**src/rtl/mips_pkg.sv**
```systemverilog
// rtl/mips_pkg.sv - shared types and constants for the memory port arbiter
package mips_pkg;

    typedef enum logic [1:0] {
        IDLE    = 2'd0,
        DM_BUSY = 2'd1,
        IF_BUSY = 2'd2
    } arb_state_t;

    localparam logic [4:0]  STALL_ALL = 5'b11111;
    localparam logic [4:0]  STALL_PC  = 5'b00001;
    localparam logic [31:0] NOP_INSTR = 32'd0;

endpackage

```
**src/rtl/arb_timeout_ctr.sv**
```systemverilog
// rtl/arb_timeout_ctr.sv - 8-bit busy-cycle counter that flags when LIMIT is reached
module arb_timeout_ctr #(
    parameter int LIMIT = 255
) (
    input  logic clk,
    input  logic resetn,
    input  logic clear,
    input  logic en,
    output logic expired
);

    localparam logic [7:0] LAST = 8'(LIMIT - 1);

    logic [7:0] cnt_q, cnt_d;

    always_comb begin
        cnt_d = cnt_q;
        if (clear) begin
            cnt_d = 8'd0;
        end else if (en) begin
            cnt_d = cnt_q + 8'd1;
        end
    end

    // Fires on the enabled cycle that would bring the count up to LIMIT.
    assign expired = en & ~clear & (cnt_q == LAST);

    always_ff @(posedge clk) begin
        if (!resetn) begin
            cnt_q <= 8'd0;
        end else begin
            cnt_q <= cnt_d;
        end
    end

endmodule

```
**src/rtl/mem_port_arbiter.sv**
```systemverilog
// rtl/mem_port_arbiter.sv - arbitrates IF and MEM stages onto one memory port and drives stalls
module mem_port_arbiter
    import mips_pkg::*;
#(
    parameter int ADDR_W  = 32,
    parameter int DATA_W  = 32,
    parameter int TIMEOUT = 255
) (
    input  logic              Clk,
    input  logic              Rst,
    input  logic              if_req,
    input  logic [ADDR_W-1:0] if_addr,
    output logic [DATA_W-1:0] if_rdata,
    output logic              if_valid,
    input  logic              dm_req,
    input  logic              dm_we,
    input  logic [ADDR_W-1:0] dm_addr,
    input  logic [DATA_W-1:0] dm_wdata,
    output logic [DATA_W-1:0] dm_rdata,
    output logic              dm_valid,
    output logic              mem_req,
    output logic              mem_we,
    output logic [ADDR_W-1:0] mem_addr,
    output logic [DATA_W-1:0] mem_wdata,
    input  logic [DATA_W-1:0] mem_rdata,
    input  logic              mem_ack,
    output logic [4:0]        stall,
    output logic              fetch_bubble,
    output logic              err
);

    arb_state_t        state_q, state_d;
    logic              mem_req_q, mem_req_d;
    logic              mem_we_q, mem_we_d;
    logic [ADDR_W-1:0] mem_addr_q, mem_addr_d;
    logic [DATA_W-1:0] mem_wdata_q, mem_wdata_d;
    logic              if_valid_q, if_valid_d;
    logic              dm_valid_q, dm_valid_d;
    logic [DATA_W-1:0] if_rdata_q, if_rdata_d;
    logic [DATA_W-1:0] dm_rdata_q, dm_rdata_d;
    logic              err_q, err_d;

    logic dm_wait, if_wait, tmo_expired, busy;

    // The served request is still asserted in its valid cycle; masking it stops a re-issue.
    assign dm_wait = dm_req & ~dm_valid_q;
    assign if_wait = if_req & ~if_valid_q;
    assign busy    = (state_q != IDLE);

    arb_timeout_ctr #(.LIMIT(TIMEOUT)) u_tmo (
        .clk    (Clk),
        .resetn (Rst),
        .clear  (~busy),
        .en     (busy & ~mem_ack),
        .expired(tmo_expired)
    );

    always_comb begin
        state_d     = state_q;
        mem_req_d   = mem_req_q;
        mem_we_d    = mem_we_q;
        mem_addr_d  = mem_addr_q;
        mem_wdata_d = mem_wdata_q;
        if_valid_d  = 1'b0;
        dm_valid_d  = 1'b0;
        if_rdata_d  = if_rdata_q;
        dm_rdata_d  = dm_rdata_q;
        err_d       = err_q;
        case (state_q)
            IDLE: begin
                if (dm_wait) begin
                    state_d     = DM_BUSY;
                    mem_req_d   = 1'b1;
                    mem_we_d    = dm_we;
                    mem_addr_d  = dm_addr;
                    mem_wdata_d = dm_wdata;
                end else if (if_wait) begin
                    state_d    = IF_BUSY;
                    mem_req_d  = 1'b1;
                    mem_we_d   = 1'b0;
                    mem_addr_d = if_addr;
                end
            end
            DM_BUSY, IF_BUSY: begin
                if (mem_ack || tmo_expired) begin
                    state_d   = IDLE;
                    mem_req_d = 1'b0;
                    mem_we_d  = 1'b0;
                    if (state_q == DM_BUSY) begin
                        dm_valid_d = 1'b1;
                        dm_rdata_d = mem_ack ? mem_rdata : '0;
                    end else begin
                        if_valid_d = 1'b1;
                        if_rdata_d = mem_ack ? mem_rdata : DATA_W'(NOP_INSTR);
                    end
                    if (!mem_ack) begin
                        err_d = 1'b1;
                    end
                end
            end
            default: begin
                state_d   = IDLE;
                mem_req_d = 1'b0;
            end
        endcase
    end

    always_comb begin
        stall        = 5'b00000;
        fetch_bubble = 1'b0;
        if (dm_wait) begin
            stall = STALL_ALL;
        end else if (if_wait) begin
            stall        = STALL_PC;
            fetch_bubble = 1'b1;
        end
    end

    always_ff @(posedge Clk) begin
        if (!Rst) begin
            state_q     <= IDLE;
            mem_req_q   <= 1'b0;
            mem_we_q    <= 1'b0;
            mem_addr_q  <= '0;
            mem_wdata_q <= '0;
            if_valid_q  <= 1'b0;
            dm_valid_q  <= 1'b0;
            if_rdata_q  <= '0;
            dm_rdata_q  <= '0;
            err_q       <= 1'b0;
        end else begin
            state_q     <= state_d;
            mem_req_q   <= mem_req_d;
            mem_we_q    <= mem_we_d;
            mem_addr_q  <= mem_addr_d;
            mem_wdata_q <= mem_wdata_d;
            if_valid_q  <= if_valid_d;
            dm_valid_q  <= dm_valid_d;
            if_rdata_q  <= if_rdata_d;
            dm_rdata_q  <= dm_rdata_d;
            err_q       <= err_d;
        end
    end

    assign mem_req   = mem_req_q;
    assign mem_we    = mem_we_q;
    assign mem_addr  = mem_addr_q;
    assign mem_wdata = mem_wdata_q;
    assign if_valid  = if_valid_q;
    assign dm_valid  = dm_valid_q;
    assign if_rdata  = if_rdata_q;
    assign dm_rdata  = dm_rdata_q;
    assign err       = err_q;

endmodule

```
**config.mk**
```make
export PLATFORM = sky130hd
export DESIGN_NAME = mem_port_arbiter
export DESIGN_NICKNAME = d
export VERILOG_FILES = /design/src/rtl/mips_pkg.sv /design/src/rtl/arb_timeout_ctr.sv /design/src/rtl/mem_port_arbiter.sv
export SDC_FILE = /design/constraint.sdc
export NUM_CORES = 1
export LEC_CHECK = 0
export CORE_MARGIN = 10
export CORE_UTILIZATION = 44
export CTS_CLUSTER_SIZE = 28
export DETAILED_ROUTE_END_ITERATION = 6
export HOLD_SLACK_MARGIN = 0.06
export PLACE_DENSITY_LB_ADDON = 0.3
export SYNTH_ARGS = -nofsm -noshare
export SYNTH_HDL_FRONTEND = slang
export SYNTH_SLANG_ARGS = --single-unit
```
**constraint.sdc**
```tcl
create_clock -name Clk -period 3.05 [get_ports Clk]
set_input_delay 0.4575 -clock Clk [delete_from_list [all_inputs] [get_ports Clk]]
set_output_delay 0.4575 -clock Clk [all_outputs]
set_load 0.02 [all_outputs]
```
==> results of run 1 <==
cell type report:
type                    count  area share (%)
well taps                 172           2.384
clock inverters            13           1.802
flip-flops and latches    143           31.72
multi-input cells         488           26.78
clock buffers              19           5.018
repair buffers            288           31.91
inverters                   9          0.3881
critical path, delay by kind of cell:
family	cells	cell delay [ns]
buffers and inverters	4	1.37
AND/OR/NAND/NOR	1	0.10
power breakdown:
group / total (mW) / leakage, nW / switching (mW) / internal (mW)
Clock: 2.13 / 0.295 / 0.801 / 1.33
Combinational: 1.12 / 1.83 / 0.592 / 0.526
Sequential: 2.07 / 1.17 / 0.0657 / 2.01
sequential cells by signal, indices dropped and copies added, names as in the netlist:
signal       cells
dm_rdata        32
state_q          2
mem_req          1
mem_we           1
err              1
mem_addr        32
if_rdata        32
u_tmo.cnt_q      8
mem_wdata       32
if_valid         1
dm_valid         1
kinds of logic (layout without fill, tap and decap cells):
family / count (synthesis) / in the layout / synth area share [%]
DFF: 143 / 143 / 50.88
and+or+nand+nor: 267 / 267 / 18.83
buffers and inverters: 68 / 329 / 6.449
AOI/OAI and AO/OA: 211 / 211 / 22.01
xor gates and xnor gates: 6 / 6 / 0.9339
adders and majority gates: 4 / 4 / 0.8895
placed cells by master, fill, tap and decap left out, drive strengths merged, types with 6 or more instances in the layout:
cell type,n
dfxtp,143
clkdlybuf4s50,272
nor2,50
nand2,201
xor2,6
a21oi,89
clkbuf,19
a21boi,14
a311oi,32
inv,8
clkinv,8
buf,16
o21ai,67
per-stage QoR:
| step | std cells | area (um2) | setup WS [ns] | hold WS [ns] | power (mW) |
|---|---|---|---|---|---|
| floorplan | 699 | 5627 | 1.320 | 0.4850 | 2.671 |
| global placement | 1100 | 8411 | 0.6723 | 0.4408 | 3.219 |
| detailed placement | 1100 | 8411 | 0.6566 | 0.4462 | 3.236 |
| CTS | 1132 | 9026 | 0.6557 | 0.4540 | 5.376 |
| global route | 1132 | 9026 | 0.5906 | 0.4713 | 5.550 |
| finish | 1132 | 9026 | 0.6620 | 0.4504 | 5.322 |
layer usage:
metal	part of all wire [%]	up-vias	track usage [%]
met5	0	-	0
met3	9.3	21	9.084
li1	-	2867	-
met4	1.5	0	6.907
met1	39	2640	23.90
met2	51	167	34.84
final timing paths:
path / from / endpoint / slack [ns] / depth (start not counted)
max: dm_req / stall[4] / 0.66 / 5
max reg2reg: state_q[1]$_SDFFE_PN0P_ / if_rdata[14]$_SDFFE_PN0P_ / 1.12 / 8
min: mem_wdata[19]$_SDFFE_PN0P_ / mem_wdata[19]$_SDFFE_PN0P_ / 0.45 / 2
min reg2reg: mem_wdata[19]$_SDFFE_PN0P_ / mem_wdata[19]$_SDFFE_PN0P_ / 0.45 / 2
==> metrics.yaml, run 1 <==
logic_synthesis:
  synth_top_area_share_pct: 50.88
  ys_ff_latch: 143
  synth.avg_cell_area_um2: 8.050
  syn_nets: 837
  syn_inst: 699
  async_reset_ff_share_pct: 0
  yosys-top-cells-area: "dfxtp_1 51%, nand2_1 13%, a21oi_1 7.8%"
  synth_common_cells: "201 x nand2_1, 143 x dfxtp_1, 88 x a21oi_1"
  yosysMostFrequentCell: "nand2_1"
  synth_area_um2: 5627
  synth_edf_count: 0
  seq_area_frac_synth_pct: 50.88
  synth_cell_types: 37
  ys.flop_type: "dfxtp_1"
  yosysWarnings: 0
  synth_top_area_cell: "dfxtp_1"
place:
  place.gp.congestion: 0.8254
  io_buffer_count: 272
  dp_hpwl_um: 13810
run:
  drv_cap: 0
routing:
  drc: 0
  firstDrtPassIters: 4
  drt_wl_total_um: 19370
  drt-wirelength-per-cell_um: 17.11
  num_vias: 5695
  detail-route-antenna-nets: 0
  dr.first_iter.drc_count: 272
  via_per_inst: 5.031
timing:
  setup_viol: 0
  hold_viol_final: 0
  max_slew_margin_pct: 60.52
  slew_violations: 0
  clock_skew_ns: 0.008765
  fin_crit_sh_pct: 78.29
  finalSetupTns_ns: 0
  worstMarginPinSlew_ns: 0.5916
  max_freq_mhz: 418.8
  rsz0062_at_grt: "false"
  fin_crit_ns: 2.388
global_routing:
  grt_usage_pct: 21.08
  grt_max_degree: 67
  grt_pass1_vias: 5518
  grt-ovfl-total: 0
  antenna_found_initial: 0
  grt_first_pass_wirelength_um: 30370
floorplan:
  start_util_pct: 44.77
  die_w_um: 133.1
  row_count: 41
  ios: 273
  die_area_um2: 17710
  core_area_um2: 12570
  fp.dieH_um: 133.1
critical_path:
  path_class: "in2out"
  crit_arrival_ns: 1.93
  critical_path.most_common_cell: "clkdlybuf4s50_1"
  worstPathMaxFanout: 11
  critPathRequiredTime_ns: 2.59
  crit_slowest_cell: "clkdlybuf4s50_1"
  worst_setup_path_start_kind: "primary input"
  max_stage_delay_ns: 0.62
  crit_chain: "clkdlybuf4s50_1 > nand2b_4 > clkinv_1 > buf_4 > clkdlybuf4s50_1"
  critPathCaptureType: "output port"
clocking:
  cts_resized: 0
  cts_root_buffer: "clkbuf_16"
  cts_buffers: 17
  post_cts_buffers: 0
  clock_path_buffers: 2
  postCtsHoldBufs: 0
  htreeDepth: 4
  cts_sinks: 143
  cts_tree: "done"
  cts.clk_slew.worst_paths_ns: 0.06
  worst_skew_pair.late_latency_ns: 0.41
worst_hold_path:
  min_path_type: "reg2reg"
power_and_ir_drop:
  pwr_density_cell_nw_per_um2: 589.6
  peakVddDrop_v: 0.0004142
  p_leak_nw: 3.293
layout:
  antennaDiodeCount: 0
  multiInputGateArea_um2: 2417
  num-fill-cells: 1017
  final_core_util_pct: 71.82
  final_nets: 1085
  drive_gt1_share_pct: 6.042
  area_growth_pct: 60.42
  seqCellArea_um2: 2863
status:
  status: "complete, no violations"
No activity file was read; power rests on OpenSTA's default activity.
==> run 2, diff against run 1 <==
--- a/config.mk
+++ b/config.mk
@@ -6,7 +6,7 @@
 export NUM_CORES = 1
 export LEC_CHECK = 0
 export CORE_MARGIN = 10
-export CORE_UTILIZATION = 44
+export CORE_UTILIZATION = 41
 export CTS_CLUSTER_SIZE = 28
 export DETAILED_ROUTE_END_ITERATION = 6
 export HOLD_SLACK_MARGIN = 0.06
==> constraint.sdc (replaced) <==
create_clock -name Clk -period 2.2 [get_ports Clk]
set_input_delay 0.33 -clock Clk [delete_from_list [all_inputs] [get_ports Clk]]
set_output_delay 0.33 -clock Clk [all_outputs]
set_load 0.02 [all_outputs]
==> run 2 against run 1 <==
  * Register-to-register slack got worse by 0.78 ns
  * Sequential cell count unchanged
  * Sequential power increased by 39%
  * Critical path type is now reg2out
==> metrics.yaml, run 2 (synthesized netlist as in run 1, its figures left out) <==
clocking:
  htreeDepth: 4  # unchanged
  clock_path_buffers: 2  # unchanged
  worst_skew_pair.late_latency_ns: 0.42  # about the same
  cts_buffers: 17  # unchanged
  cts_resized: 1  # +1
  post_cts_buffers: 0  # unchanged
  cts_root_buffer: "clkbuf_16"
  postCtsHoldBufs: 0  # unchanged
  cts_sinks: 143  # unchanged
  cts_tree: "done"
  cts.clk_slew.worst_paths_ns: 0.06  # about the same
run:
  drv_cap: 0  # unchanged
critical_path:
  crit_arrival_ns: 1.69  # -0.24 ns
  crit_slowest_cell: "clkdlybuf4s50_1"
  critPathRequiredTime_ns: 1.87  # -0.72 ns
  path_class: "reg2out"
  worstPathMaxFanout: 7  # -4
  crit_buf_inv: 2  # -2
  critPathCaptureType: "output port"
  worst_setup_path_start_kind: "register"
  path_delay_family: "buffers and inverters"
  crit_chain: "nand2b_4 > clkinv_1 > clkdlybuf4s50_1"
  max_stage_delay_ns: 0.58  # -0.04 ns
routing:
  drt_wl_total_um: 19610  # +1.2%
  drc: 0  # unchanged
  num_vias: 5668  # -0.47%
  via_per_inst: 4.985  # -0.91%
  firstDrtPassIters: 4  # unchanged
  detail-route-antenna-nets: 0  # unchanged
  drt-wirelength-per-cell_um: 17.24  # +0.79%
  dr.first_iter.drc_count: 274  # +0.74%
global_routing:
  grt_usage_pct: 19.66  # -1.4 points
  grt_first_pass_wirelength_um: 29080  # -4.2%
  grt_pass1_vias: 5276  # -4.4%
  grt_max_degree: 67  # unchanged
  grt-ovfl-total: 0  # unchanged
  antenna_found_initial: 0  # unchanged
timing:
  max_slew_margin_pct: 75.30  # +15 points
  max_freq_mhz: 495.7
  setup_slack_ns: 0.1826  # -0.4794 ns
  slew_violations: 0  # unchanged
  fin_crit_sh_pct: 91.70
  rsz0062_at_grt: "false"
  worstMarginPinSlew_ns: 0.3701  # -0.2215 ns
  finalSetupTns_ns: 0  # unchanged
  hold_viol_final: 0  # unchanged
  clock_skew_ns: 0.01423  # +0.005466 ns
  setup_viol: 0  # unchanged
  fin_crit_ns: 2.017
layout:
  area_growth_pct: 61.17
  final_cell_mix: "271 x clkdlybuf4s50_1, 201 x nand2_1, 143 x dfxtp_1, 88 x a21oi_1, 47 x nor2_1"
  antennaDiodeCount: 0  # unchanged
  final_common_cell: "clkdlybuf4s50_1"
  drive_gt1_share_pct: 5.723  # -0.32 points
  fin_cells: 1137  # +0.44%
  final_nets: 1088  # +0.28%
power_and_ir_drop:
  switching_share_pct: 26.86  # -0.57 points
  p_switching_mw: 1.955  # +34%
  peakVddDrop_v: 0.0006378  # +54%
  clockPowerShare_pct: 38.8  # -1.3 points
  pwr_density_cell_nw_per_um2: 802.7  # +36%
  p_total_mw: 7.279  # +37%
  p_leak_nw: 3.319  # +0.77%
  seq_power_share_pct: 39.5  # +0.6 points
  intPower_mw: 5.324  # +38%
  p_comb_share_pct: 21.7  # +0.7 points
place:
  dp_hpwl_um: 14140  # +2.4%
  io_buffer_count: 272  # unchanged
  place.gp.congestion: 0.8074  # -2.2%
  numPlacedInstances: 1107  # +0.64%
  dp_slack_ns: 0.09946  # -0.5572 ns
floorplan:
  die_area_um2: 18810  # +6.2%
  ios: 273  # unchanged
  row_count: 42  # +2.4%
  fp.dieH_um: 137.1  # +3.1%
  core_area_um2: 13350  # +6.2%
  start_util_pct: 42.15  # -2.6 points
  die_w_um: 137.1  # +3.1%
status:
  status: "complete, no violations"
worst_hold_path:
  min_path_type: "reg2reg"
==> run 2: cell count changes in the layout (fill, tap and decap cells not counted) <==
cell,previous run,this run
buf_12,3,8
buf_4,13,11
clkbuf_1,0,4
clkbuf_8,2,1
clkdlybuf4s50_1,272,271
clkinv_2,4,6
clkinv_4,3,0
clkinvlp_4,3,0
dlygate4sd2_1,0,1
inv_6,1,0
==> run 2: final cells by class <==
class / instances / area (um2)
Fill cell: 1122 / 4279
Clock inverter: 8 / 115.1
Clock buffer: 22 / 454.2
Timing Repair Buffer: 291 / 2964
Sequential cell: 143 / 2863
Multi-Input combinational cell: 488 / 2417
Tap cell: 176 / 220.2
Inverter: 9 / 35.03
==> run 2: metal layers <==
metal  routed length [um]  GRT usage (%)  vias to the layer above
li1                     -              -                     2860
met1                 8001          22.98                     2628
met2                 9549          31.31                      171
met3                 1912          9.494                        9
met4                  141          5.679                        0
met5                    0              0                        -
==> run 2: worst min-delay path: cells and delay by family (launching register included) <==
kind	cells	cell delay, ns
flip-flops	1	0.30
AND/OR/NAND/NOR	1	0.05
AO/OA/AOI/OAI	1	0.05
==> run 2: metrics by stage <==
stage                     instance area, um2  hold WS [ns]  utilization, %
after floorplan                         5627        0.4649               -
after global placement                  8501        0.4404           63.69
after detailed placement                8501        0.4467           63.69
after CTS                               9069        0.4414           67.94
after global routing                    9069        0.4524           67.94
final                                   9069        0.4513           67.94
==> run 2: path summary, 6_finish.rpt <==
kind | start | endpoint | slack, ns | cells after the start
max | dm_valid$_SDFF_PN0_ | stall[2] | 0.18 | 3
min | mem_wdata[25]$_SDFFE_PN0P_ | mem_wdata[25]$_SDFFE_PN0P_ | 0.45 | 2
max reg2reg | state_q[0]$_SDFFE_PN0P_ | state_q[0]$_SDFFE_PN0P_ | 0.34 | 6
min reg2reg | mem_wdata[25]$_SDFFE_PN0P_ | mem_wdata[25]$_SDFFE_PN0P_ | 0.45 | 2
==> run 2: power by group through the flow <==
stage / Clock, mW / Combinational [mW] / Sequential, mW
after floorplan: 0 / 0.553 / 3.15
after global placement: 0 / 1.58 / 2.92
after detailed placement: 0 / 1.59 / 2.93
after CTS: 2.89 / 1.59 / 2.87
after global routing: 2.99 / 1.70 / 2.89
final: 2.83 / 1.58 / 2.87
